### src/rtl/cpu_pkg.sv
// Shared CPU definitions: fetch sequencer state encoding and the ROM geometry defaults.
package cpu_pkg;

  localparam int CPU_ADDR_WIDTH = 10;
  localparam int CPU_DATA_WIDTH = 32;

  typedef enum logic [1:0] {
    BOOT   = 2'd0,
    RUN    = 2'd1,
    HALTED = 2'd2
  } fetch_state_e;

endpackage

### src/rtl/instr_fetch_ctrl.sv
// Fetch sequencer for the synchronous-read instruction ROM: issues word addresses,
// tracks the PC of the word in flight, and handles stall replay, redirect and halt.
//
// state  | meaning
// BOOT   | first cycle after reset, RESET_PC (or a redirect target) is being read
// RUN    | streaming sequential words to decode
// HALTED | fetch stopped, instr_valid low, only a redirect resumes
module instr_fetch_ctrl
  import cpu_pkg::*;
#(
  parameter int                    DATA_WIDTH = CPU_DATA_WIDTH,
  parameter int                    ADDR_WIDTH = CPU_ADDR_WIDTH,
  parameter logic [ADDR_WIDTH-1:0] RESET_PC   = '0
) (
  input  logic                  clk,
  input  logic                  rst_n,
  output logic [ADDR_WIDTH-1:0] mem_addr,
  input  logic [DATA_WIDTH-1:0] mem_data,
  input  logic                  stall,
  input  logic                  redirect_valid,
  input  logic [ADDR_WIDTH-1:0] redirect_addr,
  input  logic                  halt_req,
  output logic [DATA_WIDTH-1:0] instr,
  output logic [ADDR_WIDTH-1:0] instr_pc,
  output logic                  instr_valid,
  output logic                  halted
);

  localparam logic [ADDR_WIDTH-1:0] PC_ONE = {{(ADDR_WIDTH-1){1'b0}}, 1'b1};

  fetch_state_e          state_q, state_d;
  logic [ADDR_WIDTH-1:0] fetch_pc_q, fetch_pc_d;
  logic [ADDR_WIDTH-1:0] out_pc_q, out_pc_d;
  logic                  out_valid_q, out_valid_d;

  always_ff @(posedge clk) begin
    if (!rst_n) begin
      state_q     <= BOOT;
      fetch_pc_q  <= RESET_PC;
      out_pc_q    <= RESET_PC;
      out_valid_q <= 1'b0;
    end else begin
      state_q     <= state_d;
      fetch_pc_q  <= fetch_pc_d;
      out_pc_q    <= out_pc_d;
      out_valid_q <= out_valid_d;
    end
  end

  // Replaying out_pc while stalled makes the ROM re-present the same word.
  always_comb begin
    if (redirect_valid)
      mem_addr = redirect_addr;
    else if (state_q == BOOT)
      mem_addr = RESET_PC;
    else if ((stall && out_valid_q) || state_q == HALTED)
      mem_addr = out_pc_q;
    else
      mem_addr = fetch_pc_q;
  end

  always_comb begin
    state_d     = state_q;
    fetch_pc_d  = fetch_pc_q;
    out_pc_d    = out_pc_q;
    out_valid_d = out_valid_q;

    unique case (state_q)
      BOOT: begin
        if (redirect_valid) begin
          out_pc_d   = redirect_addr;
          fetch_pc_d = redirect_addr + PC_ONE;
        end else begin
          out_pc_d   = RESET_PC;
          fetch_pc_d = RESET_PC + PC_ONE;
        end
        out_valid_d = 1'b1;
        state_d     = RUN;
      end
      RUN: begin
        if (redirect_valid) begin
          out_pc_d    = redirect_addr;
          fetch_pc_d  = redirect_addr + PC_ONE;
          out_valid_d = 1'b1;
        end else if (stall && out_valid_q) begin
          state_d = RUN;
        end else if (halt_req) begin
          out_valid_d = 1'b0;
          state_d     = HALTED;
        end else begin
          out_pc_d    = fetch_pc_q;
          fetch_pc_d  = fetch_pc_q + PC_ONE;
          out_valid_d = 1'b1;
        end
      end
      HALTED: begin
        if (redirect_valid) begin
          out_pc_d    = redirect_addr;
          fetch_pc_d  = redirect_addr + PC_ONE;
          out_valid_d = 1'b1;
          state_d     = RUN;
        end
      end
      default: begin
        state_d     = BOOT;
        out_valid_d = 1'b0;
      end
    endcase
  end

  assign instr       = mem_data;
  assign instr_pc    = out_pc_q;
  assign instr_valid = out_valid_q;
  assign halted      = (state_q == HALTED);

endmodule

### config.mk
export PLATFORM = sky130hd
export DESIGN_NAME = instr_fetch_ctrl
export DESIGN_NICKNAME = d
export VERILOG_FILES = /design/src/rtl/cpu_pkg.sv /design/src/rtl/instr_fetch_ctrl.sv
export SDC_FILE = /design/constraint.sdc
export NUM_CORES = 1
export LEC_CHECK = 0
export CORE_MARGIN = 2
export CORE_UTILIZATION = 40
export DETAILED_ROUTE_END_ITERATION = 12
export PLACE_DENSITY = 0.76
export RECOVER_POWER = 50
export SYNTH_ARGS = -nofsm -noshare
export SYNTH_HDL_FRONTEND = slang
export SYNTH_SLANG_ARGS = --single-unit
### constraint.sdc
create_clock -name clk -period 3.3 [get_ports clk]
set_input_delay 0.825 -clock clk [delete_from_list [all_inputs] [get_ports clk]]
set_output_delay 0.825 -clock clk [all_outputs]
set_load 0.02 [all_outputs]
==> flow_metrics.tcl <==
set metrics [dict create \
    status "finished clean" \
    dpl.hpwl_um 3640 \
    critPathMaxFanout 10 \
    swShare_pct 47.04 \
    cts_tree "done" \
    routed_via_density 5.573 \
    cts_inserted_buffers 3 \
    synth_top_area_share_pct 21.60 \
    worstMarginPinSlew_ps 826.3 \
    fin_cells 335 \
    combinationalPowerShare_pct 60.2 \
    power_frac_seq_pct 28.5 \
    synth_top_area_cell "dfxtp_1" \
    die_width_um 77.01 \
    syn_area_sq_um 2132 \
    drc 0 \
    clock_latency_ps 280 \
    synth_area_leaders "dfxtp_1, buf_4, mux2i_1, a221oi_2, nor3b_2" \
    num-fill-cells 529 \
    wirelength_um 5219 \
    dp_cells 331 \
    synth_area_per_cell_sq_um 8.169 \
    clk_transition_reported_paths_ps 90 \
    power.density_nw_per_um2 731.9 \
    async_flop_share_pct 0 \
    antenna_found_initial 0 \
    p_leak_nw 0.9848 \
    io_pins 101 \
    cp.required_ps 2470 \
    clockBufferDepth 2 \
    drtPass1Iterations 4 \
    fmax_mhz 321.7 \
    finalSetupViolCount 0 \
    rsz0062_at_grt "false" \
    fin_util_pct 45.84 \
    ys_seq_elements 23 \
    nets 319 \
    fp.dieH_um 77.01 \
    grt_max_degree 25 \
    synth_nets 314 \
    startpoint_type "primary input" \
    cell_internal_pwr_w 0.0009132 \
    synth_seq_area_share_pct 21.60 \
    dieArea_sq_um 5930 \
    grt_pass1_wl_um 8707 \
    ant_nets 0 \
    ys.warnings.count 0 \
    routed-via-count 1867 \
    rows 26 \
    initial_core_util_pct 41.48 \
    portBuffers 36 \
    critical_path_class "in -> out" \
    synth_edf_count 0 \
    grt_usage_pct 17.76 \
    synthCells 261 \
    fin_skew_ps 7.394 \
    num_antenna_cells 0 \
    drt-wirelength-per-cell_um 15.58 \
    slew_headroom_pct 44.73 \
    cts_htree_levels 1 \
    finalCritPeriodShare_pct 94.19 \
    syn_to_final_growth_pct 10.50 \
    initialDrtViolationCount 102 \
    ctsRootBufferMaster "clkbuf_8" \
    holdBufCountCts 0 \
    cts_sinks 23 \
    p_sw_w 0.0008112 \
    vdd_drop_max_mv 0.3079 \
    drv_slew 0 \
    core_sq_um 5140 \
    synth_cell_type_count 55 \
    ys.flop_type "dfxtp_1" \
    dp_slack_ps -79.30 \
    drive_gt1_share_pct 14.72 \
    max_cap_viol_count 0 \
    grt_overflow 0 \
    finalHoldViolations 0 \
    gp_congestion 0.8405 \
    post-route-min-period_ps 3108 \
    grt_pass1_vias 1887 \
    finalWorstSetupSlack_ps 191.6 \
    power.clock.fraction_pct 11.2 \
    worstPathArrival_ps 2280 \
    hold_class "reg -> reg" \
    end_kind "output pin" \
]
-- worst max-delay path, stage by stage --
cell and delay [ps]:
clkdlybuf4s50_1 420, a21oi_1 150, buf_4 250, mux2i_1 220
o21ai_0 90, dlygate4sd2_1 330
-- worst paths after layout --
| path | start | end | slack [ps] | cells past startpoint |
|---|---|---|---|---|
| hold reg to reg | state_q[0]$_SDFFE_PN0P_ | state_q[0]$_SDFFE_PN0P_ | 500 | 2 |
| hold / removal | state_q[0]$_SDFFE_PN0P_ | state_q[0]$_SDFFE_PN0P_ | 500 | 2 |
| setup / recovery | stall | mem_addr[9] | 190 | 6 |
| setup reg to reg | state_q[0]$_SDFFE_PN0P_ | fetch_pc_q[4]$_SDFFE_PN0P_ | 1290 | 7 |
-- power groups by stage --
stage | Clock, W | Sequential (W) | Combinational [W]
finish | 0.000194 | 0.000492 | 0.00104
global route | 0.000203 | 0.000509 | 0.00114
CTS | 0.000194 | 0.000490 | 0.00105
detailed placement | 0 | 0.000496 | 0.00106
global placement | 0 | 0.000494 | 0.00104
floorplan | 0 | 0.000518 | 0.000803
-- area by class of cell --
type                            count  area, sq um  share of cell area (%)
Multi-Input combinational cell    181         1287                   54.65
Inverter                            8        30.03                   1.275
Clock buffer                        4        45.04                   1.912
Tap cell                           70        87.58                   3.717
Timing Repair Buffer               49        445.4                   18.91
Sequential cell                    23        460.4                   19.54
-- metrics by stage --
stage | power [W] | setup TNS [ps] | hold WS (ps) | area, sq um
finish | 0.001724 | 0 | 505.0 | 2356
global route | 0.001853 | 0 | 545.1 | 2356
CTS | 0.001734 | 0 | 508.3 | 2356
detailed placement | 0.001552 | -551.0 | 495.2 | 2323
global placement | 0.001531 | -360.0 | 483.2 | 2323
floorplan | 0.001321 | 0 | 469.0 | 2132
-- flip-flops by register name, indices dropped and copies added (netlist names) --
name and flops:
fetch_pc_q 10, state_q 2, instr_valid 1, instr_pc 10
-- cell usage after synthesis, types with 4 or more instances --
cell	count
a21boi_1	4
a21oi_1	12
a221oi_1	5
a221oi_2	7
buf_2	7
buf_4	34
dfxtp_1	23
ha_1	6
inv_1	8
mux2i_1	11
nand2_1	22
nand2b_1	4
nand3_1	9
nor2_1	17
nor3b_1	4
nor3b_2	7
o21ai_0	13
o21ai_1	5
xnor2_1	7
-- logic make-up (layout without fill, tap and decap cells) --
group	Yosys count	in the layout	synth area share, %
flops	23	23	21.60
xor+xnor	10	10	4.461
mux	11	11	5.165
buf+inv	57	61	18.02
simple gates	85	85	22.77
fa+ha+maj	6	6	3.521
compound gates	69	69	24.47
-- cell usage in the layout, fill, tap and decap left out, drive strengths merged, types with 2 or more instances in the layout --
cell type,n
and2,2
nor2,17
xor2,2
a211oi,2
nand2b,4
a221oi,12
o21ai,18
xnor2,8
o211ai,4
nor3,3
nand4,2
inv,8
ha,6
clkdlybuf4s50,21
a21boi,4
o21a,2
nor3b,11
a21oi,13
clkbuf,4
nand2,23
buf,13
dlygate4sd3,5
dlygate4sd2,10
mux2i,11
nand3,9
a21o,3
and3,4
nor4,4
a22oi,2
dfxtp,23
-- metal layers --
metal  global-route usage, %  routed length [um]
met4                   8.036                  63
met5                       0                   0
met3                   2.941                 349
met1                   23.08                2326
met2                   28.77                2480
-- repair_timing --
action                     CTS  global route
setup endpoints to repair   10             0
setup buffers                0             0
resized for setup           10             0
No activity file was read; power rests on OpenSTA's default activity.
